--- src/rtl/pipe_pkg.sv ---
// Shared pipeline definitions: MEM/WB bundle layout and stage occupancy codes.
package pipe_pkg;

   localparam int MEMWB_W            = 136;
   localparam int MEMWB_RD_LSB       = 0;
   localparam int MEMWB_INSTR_LSB    = 5;
   localparam int MEMWB_PC4_LSB      = 37;
   localparam int MEMWB_RDATA_LSB    = 69;
   localparam int MEMWB_ALURES_LSB   = 101;
   localparam int MEMWB_RESSRC_LSB   = 133;
   localparam int MEMWB_REGWRITE_LSB = 135;

   typedef enum logic [1:0] {
      OCC_EMPTY = 2'd0,
      OCC_HALF  = 2'd1,
      OCC_FULL  = 2'd2
   } occ_e;

endpackage

--- src/rtl/pipe_slot.sv ---
// One valid+data holding register; clear beats load, zeroing the payload.
module pipe_slot #(
   parameter int DATA_W = 136
) (
   input  logic              clk,
   input  logic              reset,
   input  logic              load,
   input  logic              clear,
   input  logic [DATA_W-1:0] d,
   output logic              valid,
   output logic [DATA_W-1:0] data
);

   logic              valid_d, valid_q;
   logic [DATA_W-1:0] data_d, data_q;

   always_comb begin
      valid_d = valid_q;
      data_d  = data_q;
      if (clear) begin
         valid_d = 1'b0;
         data_d  = '0;
      end else if (load) begin
         valid_d = 1'b1;
         data_d  = d;
      end
   end

   always_ff @(posedge clk) begin
      if (reset) begin
         valid_q <= 1'b0;
         data_q  <= '0;
      end else begin
         valid_q <= valid_d;
         data_q  <= data_d;
      end
   end

   assign valid = valid_q;
   assign data  = data_q;

endmodule

--- src/rtl/elastic_pipe_stage.sv ---
// Elastic stage register with optional 2-entry skid, flush and stall counter.
module elastic_pipe_stage
   import pipe_pkg::*;
#(
   parameter int DATA_W = MEMWB_W,
   parameter int SKID   = 1,
   parameter int CNT_W  = 16
) (
   input  logic              clk,
   input  logic              reset,
   input  logic              flush,
   input  logic              in_valid,
   output logic              in_ready,
   input  logic [DATA_W-1:0] in_data,
   output logic              out_valid,
   input  logic              out_ready,
   output logic [DATA_W-1:0] out_data,
   output logic [1:0]        occupancy,
   output logic [CNT_W-1:0]  stall_cnt
);

   logic              in_fire, out_fire;
   logic              main_load, main_clr;
   logic              skid_load, skid_clr;
   logic [DATA_W-1:0] main_din;
   logic              main_valid, skid_valid;
   logic [DATA_W-1:0] main_data, skid_data;
   logic [CNT_W-1:0]  stall_cnt_d, stall_cnt_q;
   occ_e              occ;

   // Occupancy is decoded from the slot valid flops, so it stays registered.
   assign occ = skid_valid ? OCC_FULL :
                main_valid ? OCC_HALF : OCC_EMPTY;

   assign in_ready = (SKID != 0) ? (occ != OCC_FULL)
                                 : (!main_valid || out_ready);
   assign in_fire  = in_valid && in_ready;
   assign out_fire = main_valid && out_ready;

   always_comb begin
      main_load = 1'b0;
      main_clr  = 1'b0;
      skid_load = 1'b0;
      skid_clr  = 1'b0;
      main_din  = in_data;
      if (flush) begin
         main_clr = 1'b1;
         skid_clr = 1'b1;
      end else if (SKID != 0) begin
         unique case (occ)
            OCC_EMPTY: main_load = in_fire;
            OCC_HALF: begin
               main_load = in_fire && out_fire;
               skid_load = in_fire && !out_fire;
               main_clr  = out_fire && !in_fire;
            end
            OCC_FULL: begin
               main_load = out_fire;
               main_din  = skid_data;
               skid_clr  = out_fire;
            end
            default: ;
         endcase
      end else begin
         main_load = in_fire;
         main_clr  = out_fire && !in_fire;
      end
   end

   pipe_slot #(.DATA_W(DATA_W)) u_main (
      .clk   (clk),
      .reset (reset),
      .load  (main_load),
      .clear (main_clr),
      .d     (main_din),
      .valid (main_valid),
      .data  (main_data)
   );

   generate
      if (SKID != 0) begin : g_skid
         pipe_slot #(.DATA_W(DATA_W)) u_skid (
            .clk   (clk),
            .reset (reset),
            .load  (skid_load),
            .clear (skid_clr),
            .d     (in_data),
            .valid (skid_valid),
            .data  (skid_data)
         );
      end else begin : g_noskid
         assign skid_valid = 1'b0;
         assign skid_data  = '0;
      end
   endgenerate

   always_comb begin
      stall_cnt_d = stall_cnt_q;
      if (main_valid && !out_ready && (stall_cnt_q != '1))
         stall_cnt_d = stall_cnt_q + 1'b1;
   end

   always_ff @(posedge clk) begin
      if (reset) stall_cnt_q <= '0;
      else       stall_cnt_q <= stall_cnt_d;
   end

   assign out_valid = main_valid;
   assign out_data  = main_data;
   assign occupancy = occ;
   assign stall_cnt = stall_cnt_q;

endmodule

--- config.mk ---
export PLATFORM = sky130hd
export DESIGN_NAME = elastic_pipe_stage
export DESIGN_NICKNAME = d
export VERILOG_FILES = /design/src/rtl/pipe_pkg.sv /design/src/rtl/pipe_slot.sv /design/src/rtl/elastic_pipe_stage.sv
export SDC_FILE = /design/constraint.sdc
export NUM_CORES = 1
export LEC_CHECK = 0
export CORE_MARGIN = 1
export CORE_UTILIZATION = 45
export DETAILED_ROUTE_END_ITERATION = 7
export PLACE_DENSITY = 0.85
export SYNTH_ARGS = -nofsm -noshare
export SYNTH_HDL_FRONTEND = slang
export SYNTH_SLANG_ARGS = --single-unit
--- constraint.sdc ---
create_clock -name clk -period 1.6 [get_ports clk]
set_input_delay 0.16 -clock clk [delete_from_list [all_inputs] [get_ports clk]]
set_output_delay 0.16 -clock clk [all_outputs]
set_load 0.005 [all_outputs]
Word level (Yosys, flattened, before mapping)
Index checks and enable logic that the tools add are counted.
{"block": "word_totals", "reg_bits": 290, "inputBits": 141, "out_inout_bits": 156, "wordCells": 35}
{"block": "classes", "addsub": 1, "eq_ne": 4, "muxes": 12, "n_reduce_logical": 13}
{"operator": "136-bit 2-to-1 mux", "count": 2}
{"operator": "16-bit by 1-bit adder with 16-bit output, second input constant", "count": 1}
{"operator": "16-bit inequality test, second input constant", "count": 1}
{"operator": "1-bit 2-to-1 mux", "count": 8}
{"operator": "1-bit logical AND", "count": 7}
{"operator": "2-bit OR reduction", "count": 2}
{"operator": "1-bit zero test", "count": 3}
{"operator": "1-bit one-hot mux with 3 select lines", "count": 1}
{"operator": "2-bit by 1-bit == test with 1-bit output, second input constant", "count": 1}
{"operator": "2-bit == test, second input constant", "count": 1}
{"operator": "2-bit zero test", "count": 1}
{"operator": "2-bit 2-to-1 mux", "count": 1}
{"operator": "2-bit inequality test, second input constant", "count": 1}

Logic depth before layout (Yosys ltp)
{"block": "depth", "depth_word": 9, "mapped_depth": 7, "ltp_nobuf": 5}

Modules after synthesis
Synthesis repeated with hierarchy kept, for this count alone.
{"block": "unflattened", "hier_cells": 1142, "area_unflattened_um2": 12614.6}
{"mod": "pipe_slot", "n_inst": 2, "cells_per_inst": 442, "area_per_inst_um2": 5007.3, "seq_area_each_um2": 2742.6}
{"mod": "elastic_pipe_stage", "n_inst": 1, "cells_per_inst": 258, "area_per_inst_um2": 2600.0, "seq_area_each_um2": 320.3}

Least setup slack after synthesis
No wires, ideal clock.
{"block": "synth_timing", "path_type": "register -> register", "startpoint": "register stall_cnt_q[0], in the netlist stall_cnt[0]", "endpoint": "register stall_cnt_q[14], in the netlist stall_cnt[14]", "setup_ps": 123, "arrival_time_ps": 1671, "required_ps": 1477, "setup_slack_ps": -194, "path_stages_with_launch": 6, "path_buffers": 0, "period_less_slack_ps": 1794, "cell_sequence": "dfxtp_1 -> ha_1 -> nand4_1 -> or3_4 -> nor4_1 -> mux2_1"}
{"block": "synth_via", "elab_chain_len": 2, "elab_cells_between_ends": 3, "cone_classes": "add/sub (1); eq/ne (1); reduce/logical (1)"}
{"element": "start: declaration", "line": "elastic_pipe_stage.sv:28", "rtl": "logic [CNT_W-1:0] stall_cnt_d, stall_cnt_q;"}
{"element": "start signal: assignment", "line": "elastic_pipe_stage.sv:105", "rtl": "else stall_cnt_q <= stall_cnt_d;"}
{"element": "parallel branches: the longest is 2 deep, another holds 16-bit by 1-bit adder with 16-bit output"}
Several ways; the timed one is not identified.
A chain may end at the register's enable or synchronous reset.

Worst setup path in the final report
{"block": "layout_timing", "startpoint": "register u_main.valid_q, in the netlist u_main.valid", "endpoint": "register u_main.data_q[29], in the netlist u_main.data[29]"}
{"block": "layout_via", "elab_chain_len": 9, "elab_cells_between_ends": 18, "cone_classes": "eq/ne (3); mux (8); reduce/logical (7)"}
{"element": "start: declaration", "line": "pipe_slot.sv:14", "rtl": "logic valid_d, valid_q;"}
{"element": "start signal: assignment", "line": "pipe_slot.sv:34", "rtl": "valid_q <= valid_d;"}
{"element": "1-bit 2-to-1 mux", "line": "elastic_pipe_stage.sv:33", "rtl": "main_valid ? OCC_HALF : OCC_EMPTY;"}
{"element": "2-bit 2-to-1 mux", "line": "elastic_pipe_stage.sv:32", "rtl": "assign occ = skid_valid ? OCC_FULL :"}
{"element": "2-bit inequality test", "line": "elastic_pipe_stage.sv:35", "rtl": "assign in_ready = (SKID != 0) ? (occ != OCC_FULL)"}
{"element": "1-bit logical AND", "line": "elastic_pipe_stage.sv:37", "rtl": "assign in_fire = in_valid && in_ready;"}
{"element": "1-bit zero test"}
{"element": "1-bit logical AND"}
{"element": "1-bit 2-to-1 mux", "line": "elastic_pipe_stage.sv:50", "rtl": "unique case (occ)"}
{"element": "1-bit 2-to-1 mux", "line": "elastic_pipe_stage.sv:46", "rtl": "if (flush) begin"}
{"element": "2-bit OR reduction (no line)"}
{"element": "end signal: assignment", "line": "pipe_slot.sv:35", "rtl": "data_q <= data_d;"}
{"element": "end: declaration", "line": "pipe_slot.sv:15", "rtl": "logic [DATA_W-1:0] data_d, data_q;"}
Parallel ways exist; a longest one is shown, timed or not.

==> metrics.md <==
| Metric | Value |
|---|---|
| Status | `finished with violations` |
| Failing checks | `negative setup slack` |
| Die height | `approximately 170 um` |
| Ys async rst share | `0%` |
| Pwr Density | `848 nW/um^2` |
| Area delta synth->final | `66.2%` |
| Peak supply drop | `about 0.84 mV` |
| Most common cell in the netlist | `dfxtp_1` |
| Post-CTS Hold Fix Bufs | `0` |
| Placement-stage cell area | `about 16000 sq um` |
| Syn_area_per_cell | `between 9 and 10 sq um` |
| Worst reg2reg path depth | `8` |
| Global route overflow | `0` |
| Hold Crit Start | `in_data[99]` |
| Design Area, Final | `a little under 20000 sq um` |
| Clock root cell | `clkbuf_16` |
| Final period util | `111%` |
| Clk buf depth | `3` |
| Endpoint type of the worst setup path | `register` |
| Routed WL | `~47 mm` |
| Worst Path Max Fanout | `7` |
| Vias in the first global route | `roughly 11k` |
| Worst relative slew slack | `74.5%` |
| CTS Buf Count | `30` |
| Post-synth top cells | `290 x dfxtp_1, 276 x nand2_1, 148 x a21oi_1` |
| H-Tree Depth | `1` |
| Clock skew | `about 14 ps` |
| Die area | `~27000 sq um` |
| Routability cong. | `0.797` |
| Via count | `about 12k` |
| Worst Hold Depth | `3` |
| Critical path buffers and inverters | `5` |
| Worst path most repeated cell | `buf_12` |
| Post-synth top flop | `dfxtp_1` |
| Min cycle time layout | `between 1500 and 2000 ps` |
| Syn. warnings | `0` |
| Post-Place Cells | `1922` |
| Share of cells above drive strength 1 | `between 30% and 40%` |
| Vias per inst | `around 6` |
| Slew Limit Fails | `0` |
| Post-route setup slack | `-169 ps` |
| Worst R2R End | `u_main.data[29]` |
| 1st-iter DRT viols | `1040` |
| Worst skew pair latency | `roughly 550 ps` |
| Critical Path RT | `a little over 2000 ps` |
| Setup Crit Path Kind | `reg2reg` |
| Hold Path Class | `in2reg` |
| Std cell rows | `roughly 60` |
| Port Buffers | `296` |
| CTS tree | `done` |
| Top Family by Delay on Critical Path | `buffers and inverters` |
| EDFF count, synth | `0` |
| Final Net Count | `approximately 1.9k` |
| First-pass iteration count of the detailed router | `5` |
| Die width | `165 um` |
| Detailed placement HPWL | `between 20 and 25 mm` |
| Final Non-Filler Cells | `around 2.1k` |
| Endpoints failing hold | `0` |
| Gr usage total | `a little over a quarter` |
| Clock transition at path regs | `roughly 70 ps` |
| Register area share after synthesis | `around 49%` |
| Ports | `~300` |
| Mapped Nets | `1453` |
| Per-cell routed wire length | `about 23 um` |
| ANT nets after route | `0` |
| Worst hold endpoint | `g_skid.u_skid.data[99]` |
| Synthesized flop and latch total | `290` |
| Post-synth top area share | `roughly 50%` |
| Worst Setup Start Kind | `register` |
| Final Setup Violations | `146` |
| CP max stage delay | `approximately 400 ps` |
| Synth Instances | `between 1k and 1.5k` |
| Cell taking the most area after synthesis | `dfxtp_1` |
| R2R Setup Slk | `-170 ps` |
| Synth area leaders | `dfxtp_1 49%, mux2i_1 11%, a211oi_2 9.3%, nand2_1 8.7%, a21oi_1 6.2%` |
| Reg2reg start | `u_main.valid` |
| Slowest cell on the critical path | `a311o_2` |
| Core area | `roughly 26000 sq um` |
| Max Cap Violations | `0` |
| Worst slew pin tran | `approximately 370 ps` |
| Starting Density | `a little under half` |
| Final core occ | `roughly 76%` |
| Unrepaired setup endpoints after global routing | `yes` |
| First-pass GRT wire length | `roughly 60 mm` |
| Largest net degree at the start of global routing | `56` |
| DRC | `0` |
| Antenna violations before repair | `2` |
| CP cell instances | `buf_6 -> nand2b_4 -> inv_2 -> a311o_2 -> buf_12 -> buf_12 -> buf_16 -> a211oi_2` |
| Max Clock Freq | `roughly 570 MHz` |
| Syn Std Cell Area | `between 10000 and 15000 sq um` |
| Pleak | `8.95 nW` |
| Count of cell types in the netlist | `33` |
| Arr. time, crit path | `roughly 2200 ps` |
| CTS Sinks | `290` |
-- logic make-up (layout without fill, tap and decap cells) --
logic type,count (synthesis),count (layout),share of synthesized area (%)
adders and majority gates,1,1,0.105
DFF,290,290,48.5
buffers and inverters,116,545,4.54
muxes,141,141,11.8
and+or+nand+nor,466,466,15.7
AOI/OAI and AO/OA,297,297,19.3
other,0,2,0
-- per-stage QoR --
step	setup TNS [ps]	power [mW]	hold WS, ps	setup slack (ps)
floorplan	-150	8.22	296	-80.1
global placement	-51640	9.04	438	-227
detailed placement	-59150	9.09	446	-433
CTS	-4640	16.4	172	-115
global route	-16200	17.3	191	-243
finish	-6750	16.9	192	-169
-- routing by layer --
metal	routed length [um]	part of all wire [%]	track usage, %
met5	0	0	0
met4	2950	6.2	11.9
met3	3530	7.5	6.38
met2	23600	50	48.9
met1	17100	36	31.1
-- where the power goes --
group | internal (mW) | switching [mW] | total (mW)
logic | 1.30 | 1.11 | 2.41
registers | 7.35 | 0.102 | 7.45
clock network | 4.10 | 2.90 | 7.00
total | 12.7 | 4.11 | 16.9
-- how the worst max path moves through the flow --
stage / from / to / slack (ps) / cells after the start
floorplan: stall_cnt[0] / stall_cnt[14] / -80 / 5
global placement: out_ready / u_main.data[30] / -230 / 8
detailed placement: out_ready / u_main.data[91] / -430 / 8
CTS: stall_cnt[0] / stall_cnt[14] / -110 / 5
global route: u_main.valid / u_main.data[29] / -240 / 8
finish: u_main.valid / u_main.data[29] / -170 / 8
-- tightest hold or removal path, stage by stage --
cell and delay [ps]:
clkdlybuf4s50_1 420, nand2_1 70, a21oi_1 50
-- layout by cell type, fill, tap and decap left out, drive strengths merged, types with 3 or more instances in the layout --
| cell | count |
|---|---|
| nand3 | 5 |
| buf | 170 |
| nor4 | 5 |
| dfxtp | 290 |
| nand4 | 5 |
| dlymetal6s2s | 64 |
| nor3 | 3 |
| nor2b | 5 |
| inv | 4 |
| o21ai | 3 |
| clkinv | 6 |
| mux2 | 4 |
| or4 | 8 |
| a21oi | 148 |
| or3 | 4 |
| nand2 | 276 |
| nand2b | 4 |
| clkbuf | 67 |
| clkdlybuf4s50 | 201 |
| dlygate4sd2 | 29 |
| and3 | 3 |
| a211oi | 136 |
| nor2 | 145 |
| mux2i | 137 |
| o31ai | 8 |
-- area by class of cell --
class | instances | area [sq um]
Inverter | 4 | 15.0
Multi-Input combinational cell | 905 | 6410
Clock inverter | 9 | 97.6
Sequential cell | 290 | 5880
Antenna cell | 2 | 5.00
Timing Repair Buffer | 490 | 6170
Clock buffer | 42 | 877
Fill cell | 1506 | 6180
Tap cell | 335 | 419
-- state kept, by name, indices dropped and copies added, names as in the netlist --
| signal | count |
|---|---|
| stall_cnt | 16 |
| g_skid.u_skid.valid | 1 |
| g_skid.u_skid.data | 136 |
| u_main.data | 136 |
| u_main.valid | 1 |
-- what timing repair did --
action,in CTS,in global routing
cloned,24,32
setup buffers,39,16
pin swaps,67,82
setup endpoints to repair,188,226
resized for setup,163,267
Power figures use the tool's default switching activity.
